### config.mk
export PLATFORM = sky130hd
export DESIGN_NAME = cam_search_responder_flat
export DESIGN_NICKNAME = d
export VERILOG_FILES = /design/src/rtl/cam_pkg.sv /design/src/rtl/cam_search_responder_if.sv /design/src/rtl/cam_prio_enc.sv /design/src/rtl/cam_search_responder.sv /design/src/flat_wrapper.sv
export SDC_FILE = /design/constraint.sdc
export NUM_CORES = 2
export LEC_CHECK = 0
export ABC_AREA = 1
export CAP_MARGIN = 10
export CORE_MARGIN = 2
export CORE_UTILIZATION = 60
export DETAILED_ROUTE_END_ITERATION = 7
export PLACE_DENSITY_LB_ADDON = 0.05
export SLEW_MARGIN = 0
export SYNTH_ARGS = -nofsm -noshare
export SYNTH_HDL_FRONTEND = slang
export SYNTH_SLANG_ARGS = --single-unit
### constraint.sdc
create_clock -name clk -period 21.7 [get_ports clk]
set_input_delay 2.17 -clock clk [delete_from_list [all_inputs] [get_ports clk]]
set_output_delay 2.17 -clock clk [all_outputs]
set_load 0.01 [all_outputs]
### src/rtl/cam_pkg.sv
// cam_pkg: shared types and default sizes for the CAM search responder.
//   cam_state_e  - responder control states (IDLE, SEARCH, DONE)
//   DEPTH_DEF, ADDR_W_DEF, KEY_W_DEF - default entry count, index width, key width
package cam_pkg;

  localparam int unsigned DEPTH_DEF  = 16;
  localparam int unsigned ADDR_W_DEF = 4;
  localparam int unsigned KEY_W_DEF  = 128;

  typedef enum logic [1:0] {
    IDLE   = 2'd0,
    SEARCH = 2'd1,
    DONE   = 2'd2
  } cam_state_e;

endpackage

### src/rtl/cam_search_responder_if.sv
// cam_search_responder_if: CAM handshake between the control FSM (master)
// and the search responder (slave).
//   master -> slave : cam_write_en, cam_start, address_in, key_in, clear_all
//   slave -> master : busy, search_done, match, match_addr, free_addr, full,
//                     write_drop
interface cam_search_responder_if #(
  parameter int unsigned ADDR_W = 4,
  parameter int unsigned KEY_W  = 128
);

  logic              cam_write_en;
  logic              cam_start;
  logic [ADDR_W-1:0] address_in;
  logic [KEY_W-1:0]  key_in;
  logic              clear_all;
  logic              busy;
  logic              search_done;
  logic              match;
  logic [ADDR_W-1:0] match_addr;
  logic [ADDR_W-1:0] free_addr;
  logic              full;
  logic              write_drop;

  modport master (
    output cam_write_en, cam_start, address_in, key_in, clear_all,
    input  busy, search_done, match, match_addr, free_addr, full, write_drop
  );

  modport slave (
    input  cam_write_en, cam_start, address_in, key_in, clear_all,
    output busy, search_done, match, match_addr, free_addr, full, write_drop
  );

endinterface

### src/rtl/cam_prio_enc.sv
// cam_prio_enc: lowest-set-bit priority encoder.
//   vec   in  WIDTH  request vector
//   idx   out IDX_W  index of the lowest set bit (0 when none set)
//   found out 1      at least one bit of vec is set
module cam_prio_enc #(
  parameter int unsigned WIDTH = 16,
  parameter int unsigned IDX_W = 4
) (
  input  logic [WIDTH-1:0] vec,
  output logic [IDX_W-1:0] idx,
  output logic             found
);

  // Scan from the top down so the lowest set bit is the last one written.
  always_comb begin
    idx   = '0;
    found = 1'b0;
    for (int unsigned i = WIDTH; i > 0; i--) begin
      if (vec[i-1]) begin
        idx   = IDX_W'(i - 1);
        found = 1'b1;
      end
    end
  end

endmodule

### src/rtl/cam_search_responder.sv
// cam_search_responder: stores DEPTH keys with valid bits and answers
// searches from the control FSM with match / match_addr.
//   clk    in  rising-edge clock
//   rst_n  in  asynchronous active-low reset (key storage is not reset)
//   bus    cam_search_responder_if.slave:
//            cam_write_en, cam_start, address_in, key_in, clear_all (in)
//            busy, search_done, match, match_addr, free_addr, full,
//            write_drop (out)
// Build option: define CAM_PARALLEL_EN to compare all entries in a single
// SEARCH cycle; otherwise one comparator scans entries one per cycle.
module cam_search_responder
  import cam_pkg::*;
#(
  parameter int unsigned DEPTH  = DEPTH_DEF,
  parameter int unsigned ADDR_W = ADDR_W_DEF,
  parameter int unsigned KEY_W  = KEY_W_DEF
) (
  input  logic                   clk,
  input  logic                   rst_n,
  cam_search_responder_if.slave  bus
);

  cam_state_e        state_q, state_d;
  logic [DEPTH-1:0]  valid_q, valid_d;
  logic [KEY_W-1:0]  key_mem_q [DEPTH];
  logic [KEY_W-1:0]  search_key_q, search_key_d;
  logic              match_q, match_d;
  logic [ADDR_W-1:0] match_addr_q, match_addr_d;
  logic [ADDR_W-1:0] free_addr_q, free_addr_d;
  logic              full_q, full_d;
  logic              write_drop_q, write_drop_d;
  logic              wr_en;

  logic              hit;
  logic [ADDR_W-1:0] hit_idx;
  logic              scan_last;

  logic [ADDR_W-1:0] free_idx;
  logic              free_found;

`ifdef CAM_PARALLEL_EN
  logic [DEPTH-1:0]  hit_vec;

  always_comb begin
    hit_vec = '0;
    for (int unsigned i = 0; i < DEPTH; i++) begin
      hit_vec[i] = valid_q[i] && (key_mem_q[i] == search_key_q);
    end
  end

  cam_prio_enc #(
    .WIDTH (DEPTH),
    .IDX_W (ADDR_W)
  ) u_hit_enc (
    .vec   (hit_vec),
    .idx   (hit_idx),
    .found (hit)
  );

  assign scan_last = 1'b1;
`else
  logic [ADDR_W-1:0] idx_q, idx_d;

  assign hit       = valid_q[idx_q] && (key_mem_q[idx_q] == search_key_q);
  assign hit_idx   = idx_q;
  assign scan_last = (idx_q == ADDR_W'(DEPTH - 1));
`endif

  cam_prio_enc #(
    .WIDTH (DEPTH),
    .IDX_W (ADDR_W)
  ) u_free_enc (
    .vec   (~valid_q),
    .idx   (free_idx),
    .found (free_found)
  );

  always_comb begin
    state_d      = state_q;
    valid_d      = valid_q;
    search_key_d = search_key_q;
    match_d      = match_q;
    match_addr_d = match_addr_q;
    write_drop_d = 1'b0;
    wr_en        = 1'b0;
`ifndef CAM_PARALLEL_EN
    idx_d        = idx_q;
`endif

    unique case (state_q)
      IDLE: begin
        if (bus.cam_write_en) begin
          if (bus.clear_all) write_drop_d = 1'b1;
          else               wr_en        = 1'b1;
        end
        // A same-cycle write lands in storage at this edge, so the scan
        // that starts next cycle already sees it.
        if (bus.cam_start) begin
          search_key_d = bus.key_in;
          match_d      = 1'b0;
`ifndef CAM_PARALLEL_EN
          idx_d        = '0;
`endif
          state_d      = SEARCH;
        end
      end

      SEARCH: begin
        if (bus.cam_write_en) write_drop_d = 1'b1;
        // A clear invalidates every entry, so the search ends as a miss.
        if (bus.clear_all) begin
          match_d      = 1'b0;
          match_addr_d = '0;
          state_d      = DONE;
        end else if (hit) begin
          match_d      = 1'b1;
          match_addr_d = hit_idx;
          state_d      = DONE;
        end else if (scan_last) begin
          match_d      = 1'b0;
          match_addr_d = '0;
          state_d      = DONE;
        end else begin
`ifndef CAM_PARALLEL_EN
          idx_d        = idx_q + 1'b1;
`endif
        end
      end

      DONE: begin
        if (bus.cam_write_en) write_drop_d = 1'b1;
        state_d = IDLE;
      end

      default: state_d = IDLE;
    endcase

    if (wr_en)         valid_d[bus.address_in] = 1'b1;
    if (bus.clear_all) valid_d = '0;
  end

  assign free_addr_d = free_found ? free_idx : '0;
  assign full_d      = &valid_q;

  always_ff @(posedge clk or negedge rst_n) begin
    if (!rst_n) begin
      state_q      <= IDLE;
      valid_q      <= '0;
      search_key_q <= '0;
      match_q      <= 1'b0;
      match_addr_q <= '0;
      free_addr_q  <= '0;
      full_q       <= 1'b0;
      write_drop_q <= 1'b0;
`ifndef CAM_PARALLEL_EN
      idx_q        <= '0;
`endif
    end else begin
      state_q      <= state_d;
      valid_q      <= valid_d;
      search_key_q <= search_key_d;
      match_q      <= match_d;
      match_addr_q <= match_addr_d;
      free_addr_q  <= free_addr_d;
      full_q       <= full_d;
      write_drop_q <= write_drop_d;
`ifndef CAM_PARALLEL_EN
      idx_q        <= idx_d;
`endif
    end
  end

  always_ff @(posedge clk) begin
    if (wr_en) key_mem_q[bus.address_in] <= bus.key_in;
  end

  assign bus.busy        = (state_q == SEARCH);
  assign bus.search_done = (state_q == DONE);
  assign bus.match       = match_q;
  assign bus.match_addr  = match_addr_q;
  assign bus.free_addr   = free_addr_q;
  assign bus.full        = full_q;
  assign bus.write_drop  = write_drop_q;

endmodule

### src/flat_wrapper.sv
// flat-port wrapper written by rule: the top's interface ports become plain ports
module cam_search_responder_flat import cam_pkg::*;
#(
  parameter int unsigned DEPTH  = DEPTH_DEF,
  parameter int unsigned ADDR_W = ADDR_W_DEF,
  parameter int unsigned KEY_W  = KEY_W_DEF
)
  (clk, rst_n, bus_cam_write_en, bus_cam_start, bus_address_in, bus_key_in, bus_clear_all, bus_busy, bus_search_done, bus_match, bus_match_addr, bus_free_addr, bus_full, bus_write_drop);
  cam_search_responder_if #(.ADDR_W(ADDR_W), .KEY_W(KEY_W)) bus_i ();
  input  logic clk;
  input  logic rst_n;
  input wire logic [$bits(bus_i.cam_write_en)-1:0] bus_cam_write_en;
  input wire logic [$bits(bus_i.cam_start)-1:0] bus_cam_start;
  input wire logic [$bits(bus_i.address_in)-1:0] bus_address_in;
  input wire logic [$bits(bus_i.key_in)-1:0] bus_key_in;
  input wire logic [$bits(bus_i.clear_all)-1:0] bus_clear_all;
  output wire logic [$bits(bus_i.busy)-1:0] bus_busy;
  output wire logic [$bits(bus_i.search_done)-1:0] bus_search_done;
  output wire logic [$bits(bus_i.match)-1:0] bus_match;
  output wire logic [$bits(bus_i.match_addr)-1:0] bus_match_addr;
  output wire logic [$bits(bus_i.free_addr)-1:0] bus_free_addr;
  output wire logic [$bits(bus_i.full)-1:0] bus_full;
  output wire logic [$bits(bus_i.write_drop)-1:0] bus_write_drop;
  assign bus_i.cam_write_en = bus_cam_write_en;
  assign bus_i.cam_start = bus_cam_start;
  assign bus_i.address_in = bus_address_in;
  assign bus_i.key_in = bus_key_in;
  assign bus_i.clear_all = bus_clear_all;
  assign bus_busy = bus_i.busy;
  assign bus_search_done = bus_i.search_done;
  assign bus_match = bus_i.match;
  assign bus_match_addr = bus_i.match_addr;
  assign bus_free_addr = bus_i.free_addr;
  assign bus_full = bus_i.full;
  assign bus_write_drop = bus_i.write_drop;
  cam_search_responder #(.DEPTH(DEPTH), .ADDR_W(ADDR_W), .KEY_W(KEY_W)) u_core (.clk(clk), .rst_n(rst_n), .bus(bus_i));
endmodule
==> out/qor.csv <==
metric;value;unit
cellLeakagePower;37.58;nW
area_growth;11.04;%
ys_seq_elements;2209;
cts_buffer_depth;3;
drt_first_pass_iters;7;
status;completed;
drive_above_1_share;0.05592;
root_buffer;clkbuf_16;
endpoint_kind;flip-flop;
yosys_warnings;0;
synthArstFlopShare;0.07288;
via_per_inst;5.875;
relSlewSlack;0.02450;
cts.clk_slew.worst_paths;60;ps
seqPwrFrac;0.431;
dpl_cell_area;93820;um^2
routed_wl;240300;um
die_w;393.4;um
finalPower;11.43;mW
synth-edff-count;2048;
cts_setup_buffers;0;
worst_pin_slew;1463;ps
antenna_found_initial;28;
drv_cap;0;
netlist.area_leader.share;0.6761;
ctsResizeCount;0;
tns;0;ps
cts_tree;done;
grt_max_degree;152;
fin_crit_sh;0.3066;
grt_overflow;0;
core_area;150100;um^2
finalClockSkew;26.04;ps
setup_viol;0;
dpl.hpwl;120300;um
place.gp.congestion;0.8181;
startpoint_type;primary input;
cts_buffers;215;
postCtsHoldBufs;0;
finalHoldViolCount;0;
numClockSinks;2209;
synth.area.top_cells;edfxtp_1, nand2_1, nand3_1;
grt_pass1_vias;57435;
rsz0062_at_grt;no;
holdWs;469.1;ps
ys_types;30;
cp_max_fo;42;
arrival;7110;ps
grt_pass1_wl;358800;um
ys.flop_type;edfxtp_1;
grtUsageTotal;0.3081;
die-area;154700;um^2
final_nets;8230;
cp.required;22160;ps
vdd_drop_max;83.33;uV
min_path_type;reg -> reg;
synth_largest_area_cell;edfxtp_1;
postSynthCellCount;8085;
port_buffers;149;
syn_nets;8227;
die_y;393.4;um
vias;60532;
cts_max_level;4;
drtIter0Drc;6159;
syn_area;90960;um^2
rows;142;
swShare;0.3182;
wl_per_cell;23.32;um
yosysSeqAreaShare;0.7204;
max_freq;0.1503;GHz
post_synth.cell_area_avg;11.25;um^2
power.internal;7.794;mW
start_util;0.6059;
fin_area;101000;um^2
clk_latency;840;ps
power_frac_clock;0.329;
postRouteAntennaNets;0;
path_class;in -> reg;
power.net_switching;3.637;mW
drv_slew;0;
p_per_area;113.2;nW/um^2
finalCriticalPeriod;6653;ps
drc;0;
ios;150;
combPwrFrac;0.240;
==> metrics by stage <==
| step | worst slack (ps) | util | std cells |
|---|---|---|---|
| final | 15050 | 0.6728 | 10304 |
| after global routing | 14740 | 0.6727 | 10303 |
| after CTS | 15090 | 0.6726 | 10295 |
| after detailed placement | 14230 | 0.6249 | 9887 |
| after global placement | 14340 | 0.6249 | 9887 |
| after floorplan | 12820 | - | 8085 |
==> cells in the final DEF (no fill, tap or decap), types with 38 or more instances in the layout <==
cell type	Yosys	layout
inv_1	402	401
clkinv_2	0	45
edfxtp_1	2048	2048
nor2_1	686	670
buf_4	47	83
clkbuf_16	0	220
clkinv_1	1	38
o21ai_0	376	376
o21ai_1	88	88
dfrtp_1	161	157
clkbuf_1	127	47
a21oi_1	66	66
o211ai_1	116	116
clkdlybuf4s50_1	0	148
nand2_1	2408	2407
nand3_1	1203	1203
==> sequential cells by signal, summed over array words and instances, names as in the netlist, 2 cells and up <==
register and count:
u_core.bus.free_addr 4, u_core.bus.match_addr 4, u_core.hit_idx 4, u_core.key_mem_q 2048, u_core.search_key_q 128, u_core.state_q 2, u_core.valid_q 16
==> cell families (layout without fill, tap and decap cells) <==
family,count (synthesis),count (layout),share of synthesized area
xor+xnor,7,7,0.0006740
flops,2209,2209,0.7204
simple gates,4341,4341,0.1972
other cells,0,9,0
compound gates,656,656,0.03949
buf+inv,867,1061,0.04159
fa+ha+maj,5,5,0.0006877
==> routing by layer <==
metal  GRT usage  vias up  part of all wire
li1            -    27767                 -
met1      0.4218    29653              0.41
met2      0.5088     2651              0.48
met3     0.04540      443             0.079
met4      0.1074       18             0.031
met5           0        -           0.00048
==> worst paths after layout <==
check | startpoint | endpoint | slack, ps | cells past startpoint
setup / recovery | bus_clear_all | u_core.key_mem_q[11][31] | 15050 | 7
hold / removal | u_core.bus.match_addr[3] | u_core.bus.match_addr[3] | 470 | 2
setup reg to reg | u_core.hit_idx[0] | u_core.hit_idx[3] | 15170 | 23
hold reg to reg | u_core.bus.match_addr[3] | u_core.bus.match_addr[3] | 470 | 2
max in group asynchronous | rst_n | u_core.hit_idx[0] | 18730 | 2
min in group asynchronous | rst_n | u_core.state_q[1] | 1370 | 1
==> synthesized netlist by cell type (2+ instances only) <==
library cell and instances:
or2_2 11, o21ai_0 376, ha_1 5, xor2_1 6
nand2_1 2408, buf_2 246, nand3_1 1203, nand3_2 2
buf_6 6, o21ai_1 88, nor3_1 7, inv_2 3
inv_1 402, buf_4 47, o21a_1 2, buf_1 35
dfrtp_1 161, a21oi_1 66, nand3b_1 23, edfxtp_1 2048
nor2_1 686, o211ai_1 116, o22ai_1 5, clkbuf_1 127
==> area by class of cell <==
cell class / count / area, um^2
clock inverters: 118 / 1160
clock buffers: 290 / 5998
multi-input cells: 5009 / 21780
diodes: 9 / 22.52
well taps: 2016 / 2522
inverters: 406 / 1562
fillers: 11018 / 49130
repair buffers: 247 / 2420
flip-flops and latches: 2209 / 65540
==> power by group through the flow <==
stage / Clock, mW / Combinational (mW) / Sequential (mW)
final: 3.76 / 2.74 / 4.93
after global routing: 3.96 / 3.06 / 4.94
after global placement: 0 / 2.67 / 5.01
after floorplan: 0 / 1.94 / 4.98
after CTS: 3.80 / 2.73 / 4.93
after detailed placement: 0 / 2.72 / 5.01
==> worst max-delay path: stages <==
cell             delay, ps
clkdlybuf4s50_1        790
nor3_1                 540
nand3_1                410
nor2_4                 820
buf_4                  670
buf_4                  820
buf_4                  730
Note: power is estimated with default switching activity, not from simulation.
